$ cat config.mk
export PLATFORM = sky130hd
export DESIGN_NAME = des_region_sweeper
export DESIGN_NICKNAME = d
export VERILOG_FILES = /design/src/rtl/des_region_sweeper.sv
export SDC_FILE = /design/constraint.sdc
export NUM_CORES = 2
export LEC_CHECK = 0
export ABC_AREA = 0
export BUFFER_PORTS_ARGS = -buffer_cell sky130_fd_sc_hd__buf_2
export CAP_MARGIN = 20
export CORE_ASPECT_RATIO = 1.75
export CORE_MARGIN = 3
export CORE_UTILIZATION = 40
export CTS_CLUSTER_SIZE = 30
export DETAILED_ROUTE_END_ITERATION = 7
export PLACE_DENSITY = 0.62
export SKIP_CTS_REPAIR_TIMING = 1
export SLEW_MARGIN = 20
export SYNTH_ARGS = -nofsm -noshare
export SYNTH_HDL_FRONTEND = slang
export SYNTH_SLANG_ARGS = --single-unit
$ cat constraint.sdc
create_clock -name clk -period 2.3 [get_ports clk]
set_input_delay 0.115 -clock clk [delete_from_list [all_inputs] [get_ports clk]]
set_output_delay 0.115 -clock clk [all_outputs]
set_load 0.005 [all_outputs]
$ cat src/rtl/des_region_sweeper.sv
// des_region_sweeper
// Walks a CPU-programmed range of regions and, for each one, runs the
// des_block_wrapper command sequence: set region, start, wait for done,
// read the counter. Every {region, counter} result goes into a small
// first-word-fall-through FIFO that the CPU register interface drains.
module des_region_sweeper #(
    parameter int REGION_W   = 16,
    parameter int COUNT_W    = 64,
    parameter int FIFO_DEPTH = 8
) (
    input  logic                          clk,
    input  logic                          rst,
    input  logic [REGION_W-1:0]           cfg_first,
    input  logic [REGION_W-1:0]           cfg_last,
    input  logic                          sweep_start,
    input  logic                          sweep_abort,
    output logic                          busy,
    output logic                          sweep_done,
    output logic                          cfg_err,
    output logic [1:0]                    des_cmd,
    output logic                          des_cmd_valid,
    output logic [REGION_W-1:0]           des_data,
    input  logic                          des_cmd_read,
    input  logic                          des_done,
    input  logic [COUNT_W-1:0]            des_counter,
    output logic                          res_valid,
    input  logic                          res_ready,
    output logic [REGION_W-1:0]           res_region,
    output logic [COUNT_W-1:0]            res_counter,
    output logic [$clog2(FIFO_DEPTH):0]   res_count
);

    localparam int PTR_W   = $clog2(FIFO_DEPTH);
    localparam int CNT_W   = PTR_W + 1;
    localparam int ENTRY_W = REGION_W + COUNT_W;

    localparam logic [1:0] CMD_READ_REGION = 2'd0;
    localparam logic [1:0] CMD_START       = 2'd1;
    localparam logic [1:0] CMD_OUTPUT_READ = 2'd2;

    typedef enum logic [2:0] {
        ST_IDLE,
        ST_WAIT_SPACE,
        ST_SET_REGION,
        ST_START,
        ST_WAIT_DONE,
        ST_READ_OUT,
        ST_NEXT
    } state_e;

    state_e                state_reg;
    logic                  busy_reg;
    logic                  done_reg;
    logic                  cfg_err_reg;
    logic                  abort_reg;
    logic [1:0]            cmd_reg;
    logic                  valid_reg;
    logic [REGION_W-1:0]   data_reg;
    logic [REGION_W-1:0]   cur_reg;
    logic [REGION_W-1:0]   last_reg;

    // FIFO state
    logic [PTR_W-1:0]      wr_ptr_reg;
    logic [PTR_W-1:0]      wr_ptr_next;
    logic [PTR_W-1:0]      rd_ptr_reg;
    logic [PTR_W-1:0]      rd_ptr_next;
    logic [CNT_W-1:0]      count_reg;
    logic [CNT_W-1:0]      count_next;
    logic [ENTRY_W-1:0]    entry_bus [FIFO_DEPTH];
    logic [ENTRY_W-1:0]    head_entry;
    logic [ENTRY_W-1:0]    push_data;

    logic                  fifo_full;
    logic                  fifo_has_space;
    logic                  pop_en;
    logic                  push_en;
    logic                  push_ok;

    assign fifo_full      = (count_reg == CNT_W'(FIFO_DEPTH));
    assign pop_en         = res_ready && (count_reg != '0);
    // A pop in the same cycle frees a slot, so a full FIFO being drained
    // does not cost the sweep an extra stall cycle.
    assign fifo_has_space = !fifo_full || pop_en;

    // The result is captured at the exact cycle the wrapper consumes OUTPUT_READ.
    assign push_en   = (state_reg == ST_READ_OUT) && valid_reg && des_cmd_read && des_done;
    assign push_ok   = push_en && (!fifo_full || pop_en);
    assign push_data = {cur_reg, des_counter};

    // Sweep sequencer: one wrapper command in flight at a time, outputs registered
    always_ff @(posedge clk) begin
        if (rst) begin
            state_reg   <= ST_IDLE;
            busy_reg    <= 1'b0;
            done_reg    <= 1'b0;
            cfg_err_reg <= 1'b0;
            abort_reg   <= 1'b0;
            cmd_reg     <= CMD_READ_REGION;
            valid_reg   <= 1'b0;
            data_reg    <= '0;
            cur_reg     <= '0;
            last_reg    <= '0;
        end else begin
            done_reg <= 1'b0;
            // An abort only requests a stop; the region underway must finish
            // because the wrapper cannot cancel a search.
            if (busy_reg && sweep_abort) begin
                abort_reg <= 1'b1;
            end

            case (state_reg)
                ST_IDLE: begin
                    if (sweep_start) begin
                        last_reg    <= cfg_last;
                        cur_reg     <= cfg_first;
                        abort_reg   <= 1'b0;
                        cfg_err_reg <= (cfg_last < cfg_first);
                        if (cfg_last < cfg_first) begin
                            done_reg <= 1'b1;
                        end else begin
                            busy_reg  <= 1'b1;
                            state_reg <= ST_WAIT_SPACE;
                        end
                    end
                end

                ST_WAIT_SPACE: begin
                    // Only place the sweep ever stalls, so a full FIFO never
                    // leaves the wrapper holding a half-finished handshake.
                    if (abort_reg || sweep_abort) begin
                        done_reg  <= 1'b1;
                        busy_reg  <= 1'b0;
                        abort_reg <= 1'b0;
                        state_reg <= ST_IDLE;
                    end else if (fifo_has_space) begin
                        state_reg <= ST_SET_REGION;
                    end
                end

                ST_SET_REGION: begin
                    if (!valid_reg) begin
                        valid_reg <= 1'b1;
                        cmd_reg   <= CMD_READ_REGION;
                        data_reg  <= cur_reg;
                    end else if (des_cmd_read) begin
                        valid_reg <= 1'b0;
                        state_reg <= ST_START;
                    end
                end

                ST_START: begin
                    if (!valid_reg) begin
                        valid_reg <= 1'b1;
                        cmd_reg   <= CMD_START;
                    end else if (des_cmd_read) begin
                        valid_reg <= 1'b0;
                        state_reg <= ST_WAIT_DONE;
                    end
                end

                ST_WAIT_DONE: begin
                    if (des_done) begin
                        state_reg <= ST_READ_OUT;
                    end
                end

                ST_READ_OUT: begin
                    if (!valid_reg) begin
                        valid_reg <= 1'b1;
                        cmd_reg   <= CMD_OUTPUT_READ;
                    end else if (des_cmd_read && des_done) begin
                        valid_reg <= 1'b0;
                        state_reg <= ST_NEXT;
                    end
                end

                ST_NEXT: begin
                    // Compare before incrementing so a range ending at the top
                    // region terminates instead of wrapping to zero.
                    if (abort_reg || (cur_reg == last_reg)) begin
                        done_reg  <= 1'b1;
                        busy_reg  <= 1'b0;
                        abort_reg <= 1'b0;
                        state_reg <= ST_IDLE;
                    end else begin
                        cur_reg   <= cur_reg + REGION_W'(1);
                        state_reg <= ST_WAIT_SPACE;
                    end
                end

                default: begin
                    state_reg <= ST_IDLE;
                    valid_reg <= 1'b0;
                    busy_reg  <= 1'b0;
                end
            endcase
        end
    end

    // FIFO pointer and occupancy update for push, pop, or both together
    always_comb begin
        wr_ptr_next = wr_ptr_reg;
        rd_ptr_next = rd_ptr_reg;
        count_next  = count_reg;
        if (push_ok) begin
            wr_ptr_next = wr_ptr_reg + PTR_W'(1);
        end
        if (pop_en) begin
            rd_ptr_next = rd_ptr_reg + PTR_W'(1);
        end
        case ({push_ok, pop_en})
            2'b10:   count_next = count_reg + CNT_W'(1);
            2'b01:   count_next = count_reg - CNT_W'(1);
            default: count_next = count_reg;
        endcase
    end

    // FIFO pointer and occupancy registers
    always_ff @(posedge clk) begin
        if (rst) begin
            wr_ptr_reg <= '0;
            rd_ptr_reg <= '0;
            count_reg  <= '0;
        end else begin
            wr_ptr_reg <= wr_ptr_next;
            rd_ptr_reg <= rd_ptr_next;
            count_reg  <= count_next;
        end
    end

    // One storage register per FIFO slot, written when the write pointer selects it
    genvar gi;
    generate
        for (gi = 0; gi < FIFO_DEPTH; gi++) begin : g_entry
            logic [ENTRY_W-1:0] entry_reg;

            // Slot capture on push
            always_ff @(posedge clk) begin
                if (rst) begin
                    entry_reg <= '0;
                end else if (push_ok && (wr_ptr_reg == PTR_W'(gi))) begin
                    entry_reg <= push_data;
                end
            end

            assign entry_bus[gi] = entry_reg;
        end
    endgenerate

    // Head is presented directly so the CPU sees data as soon as res_valid rises.
    assign head_entry = entry_bus[rd_ptr_reg];

    assign busy          = busy_reg;
    assign sweep_done    = done_reg;
    assign cfg_err       = cfg_err_reg;
    assign des_cmd       = cmd_reg;
    assign des_cmd_valid = valid_reg;
    assign des_data      = data_reg;
    assign res_valid     = (count_reg != '0);
    assign res_region    = head_entry[ENTRY_W-1:COUNT_W];
    assign res_counter   = head_entry[COUNT_W-1:0];
    assign res_count     = count_reg;

endmodule

Yosys cells after proc, flatten, opt, wreduce, memory -nomap -nowiden
Cells that the tools add are included.
- RAM bits: 0
- output and inout bits: 107
- register bits after elaboration: 708
- memories kept: 0
- input port bits: 103
- memory bits (read-only): 0
- latch bits: 0
- div/mod/pow operators: 0
- shift-type cells: 0
- add/subtract/negate cells: 5
- multipliers: 0
- muxes and demuxes: 44
- bitwise logic cells: 3
- $lt $le $gt $ge: 2
- eq/ne operators: 33
- reductions and logical operators: 34
- operator list (cell ; count):
    binary-select mux 80 bit (select 3 bit) ; 1
    2-to-1 mux 80 bit ; 2
    2-to-1 mux 3 bit ; 11
    2-to-1 mux 16 bit ; 2
    case mux 16 bit (2 select lines) ; 1
    != test 2 bit, second input constant ; 14
    equality test 3 bit, second input constant ; 7
    case mux 3 bit (7 select lines) ; 1
    2-to-1 mux 1 bit ; 17
    adder 16 x 1 -> 16 bit, second input constant ; 1
    equality test 16 bit ; 1
    less-than comparator 16 bit ; 1
    logical AND 1 bit ; 15
    equality test 3 x 2 -> 1 bit, second input constant ; 4
    AND reduction 10 bit ; 1
    case mux 1 bit (3 select lines) ; 3
    case mux 4 bit (2 select lines) ; 1
    OR reduction 4 bit ; 2
    adder 3 x 1 -> 3 bit, second input constant ; 2
    equality test 3 x 1 -> 1 bit, second input constant ; 2
    logical NOT 3 bit ; 2
    2-to-1 mux 2 bit ; 3
    case mux 2 bit (3 select lines) ; 1
    AND reduction 5 bit ; 1
    20 further kinds ; 25

Longest topological paths before layout
- word-level depth: 7
- gate-level depth with buffers: 10
- gate-level depth less buffers: 9

Worst setup path after synthesis
No wires, ideal clock.
- path type: flip-flop to output port
- start: reg rd_ptr_reg[0]
- end: out res_region[10]
- path slack: 101 ps
- required time: 2185 ps
- arrival time: 2084 ps
- stages on the path, launching flop included: 7
- cells stage by stage: dfxtp_1 -> clkbuf_1 -> buf_2 -> clkbuf_1 -> clkbuf_1 -> mux4_2 -> mux2_2
- longest elaborated chain between the ends: 4
- RTL lines (item ; line ; text):
    start, declared ; 65 ; logic [PTR_W-1:0] rd_ptr_reg;
    start signal, assigned ; 226 ; rd_ptr_reg <= rd_ptr_next;
    inverter 3 -> 4 bit (not written as such) ; 251 ; assign head_entry = entry_bus[rd_ptr_reg];
    binary-select mux 80 bit (select 3 bit) ; 251 ;
    2-to-1 mux 80 bit (not written as such) (2 in series) ; 251 ;
    end, declared ; 28 ; output logic [REGION_W-1:0] res_region,
No other way between the ends. The select of a mux whose other input is x is not followed.

Worst setup path after layout
- start: reg rd_ptr_reg[1]
- end: out res_counter[5]
- longest elaborated chain between the ends: 4
- RTL lines (item ; line ; text):
    inverter 3 -> 4 bit (not written as such) ; 251 ;
    binary-select mux 80 bit (select 3 bit) ; 251 ;
    2-to-1 mux 80 bit (not written as such) (2 in series) ; 251 ;
    end, declared ; 29 ; output logic [COUNT_W-1:0] res_counter,
No other way between the ends. The select of a mux whose other input is x is not followed.

==> results.ini <==
[critical_path]
slowest_delay_ps = 450
path_class = reg -> out
start_kind = flip-flop
path_delay_family = buffers and inverters
rr_startpoint = res_count[0]$_SDFFE_PP0P_
path_buf_inv = 5
end_kind = primary output
startpoint = rd_ptr_reg[1]$_SDFFE_PP0P_
critPathArrivalTime_ps = 2400
r2r_slack_ps = 140
path_max_fanout = 12
worstPathRequired_ps = 2180
cp_slowest_cell = dfxtp_4
path_cells = buf_4 > clkbuf_16 > buf_4 > clkbuf_16 > mux4_2 > mux2_2 > buf_2

[drt]
wl_mm = 96.3
route.vias.total = 26189
firstDrtPassIters = 7
drc = 0
wire_per_inst_um = 19.6
drt_first_iter_violations = 1621
ant_nets = 0
vias_per_cell = 5.33

[die]
dieArea_um2 = 80100
initial_utilization_pct = 40.6
core-area_um2 = 75600
die_height_um = 372
rows = 133
ios = 210
die_w_um = 215

[sta]
worst_pin_slew_ps = 1040
holdWs_ps = 263
fmax_ghz = 0.397
slew_headroom_pct = 30.5
final_max_slew_viol_count = 0
rsz0062_at_grt = true
fin_crit_ps = 2520
hold_viol = 0
finalClockSkew_ps = 24.0
min_period_over_period_pct = 109
fin_ws_ps = -216
setup_viol_count_final = 80

[clock_network]
ctsHtreeMaxLevel = 3
clk_pin_slew_ps = 60
cts_tree = yes
clock_sinks = 708
cts_buffer_depth = 3
numCtsBuffers = 67
clk_latency_ps = 630
cts_root_buf = clkbuf_16

[power]
peakVddDrop_uv = 514
p_sw_share_pct = 25.0
p_per_area_nw_per_um2 = 754
p_total_uw = 28500
pwr-share-seq_pct = 44.0
combinationalPowerShare_pct = 13.7
clockPowerShare_pct = 42.4
power.leakage_uw = 0.0132
p_sw_uw = 7130
internal-power_uw = 21400

[run]
drv_cap = 0

[synth]
synth_common_cells = 1,384 x nand2_1, 708 x dfxtp_1, 704 x a21oi_1
syn_nets = 3760
synth-main-ff-cell = dfxtp_1
ys_ff_latch = 708
synthTopCellsByArea = dfxtp_1 46%, nand2_1 17%, mux4_2 12%
synth_top_cell_by_area = dfxtp_1
async_flop_share_pct = 0
netlist_area_um2 = 30600
netlist.area_leader.share_pct = 46.2
synth-warning-count = 0
avgSynthCellArea_um2 = 8.44
seq_area_frac_synth_pct = 46.2
yosysMostFrequentCell = nand2_1
ys_types = 50
syn-instance-count = 3631
synth-edff-count = 0

[outcome]
violations = negative setup slack
status = complete, but fails checks

[layout]
regArea_um2 = 14200
layout.nets = 3986
final_core_util_pct = 50.0
fill_cells = 7079
drive_gt1_share_pct = 20.0
area_growth_pct = 23.3
largest_reg_flops = 640
multiInputGateArea_um2 = 15000

[global_route]
grt_overflow = 0
grt_max_degree = 186
track_usage_pct = 22.6
antenna_found_initial = 1
grt_pass1_vias = 24820
grt_pass1_wl_mm = 143

[hold_path]
min_from = cfg_last[14]
worstHoldPathType = in -> reg

[place]
portBuffers = 209
gp_congestion = 0.789
post-dp-hpwl_mm = 54.8

[logic make-up after synthesis]
family / share of synthesized area, %
AOI/OAI and AO/OA: 12.9
xor gates and xnor gates: 0.629
adders and majority gates: 1.09
muxes: 14.7
buffers and inverters: 5.71
and+or+nand+nor: 18.7
DFF: 46.2
[placed cells by master, fill, tap and decap left out, types with 4 or more instances in the layout]
| cell type | instances |
|---|---|
| clkbuf_8 | 11 |
| buf_6 | 36 |
| nand4_1 | 6 |
| nor3_1 | 15 |
| ha_1 | 25 |
| buf_2 | 179 |
| xnor2_1 | 4 |
| o21ai_0 | 20 |
| and3_4 | 6 |
| o311ai_0 | 5 |
| inv_1 | 25 |
| nand2_1 | 1379 |
| dfxtp_1 | 705 |
| a21oi_1 | 704 |
| nor2_1 | 31 |
| or4_1 | 4 |
| o211ai_1 | 8 |
| clkbuf_1 | 13 |
| a31oi_1 | 4 |
| bufinv_16 | 11 |
| xor2_1 | 18 |
| mux2_4 | 41 |
| dlygate4sd3_1 | 104 |
| clkbuf_16 | 81 |
| buf_16 | 9 |
| nand3_1 | 9 |
| clkinv_2 | 4 |
| buf_4 | 122 |
| mux4_2 | 160 |
| nor4_1 | 9 |
| nand2b_1 | 5 |
| nand2_4 | 5 |
| buf_12 | 53 |
| mux2_2 | 39 |
[layout make-up]
type | count | share of cell area [%]
Clock inverter | 23 | 1.14
Multi-Input combinational cell | 2539 | 39.7
Clock buffer | 93 | 5.10
Inverter | 25 | 0.248
Sequential cell | 708 | 37.5
Timing Repair Buffer | 516 | 12.9
Antenna cell | 1 | 0.00662
Tap cell | 1012 | 3.35
[through the flow]
stage / cell area [um^2] / instances / setup TNS, ps / worst slack (ps)
after detailed placement: 33200 / 4621 / -286 / -268
final: 37800 / 4917 / -12910 / -216
after floorplan: 30600 / 3631 / 0 / 101
after global routing: 37800 / 4917 / -17730 / -267
after CTS: 35500 / 4737 / -19620 / -344
after global placement: 33200 / 4621 / -307 / -285
[metal layers]
metal	routed length, um	part of all wire, %	vias to the layer above	global-route usage, %
met4	2770	2.9	0	8.00
met2	50100	52	782	41.2
met5	0	0	-	0
met3	5180	5.4	160	3.38
met1	38300	40	12665	26.9
li1	-	-	12582	-
[worst min-delay path, stage by stage]
cell and delay (ps):
buf_2 80, ha_1 120, a21oi_1 60, o211a_1 150
o211a_1 140, nor2_1 90, o31ai_1 70
[worst paths after layout]
path | cells after the start | endpoint
worst min register to register | 2 | g_entry[1].entry_reg[67]$_SDFFE_PP0P_
worst max register to register | 9 | res_count[3]$_SDFFE_PP0P_
worst min-delay path | 7 | state_reg[0]$_SDFFE_PP0P_
worst max-delay path | 7 | res_counter[5]
[power by group through the flow]
stage	Combinational, uW	Clock (uW)	Sequential, uW
after detailed placement	3020	0	12800
final	3890	12100	12500
after CTS	3030	12300	12500
after global placement	3010	0	12800
after global routing	4160	12700	12500
after floorplan	1960	0	12800
(Power assumes the default switching activity.)
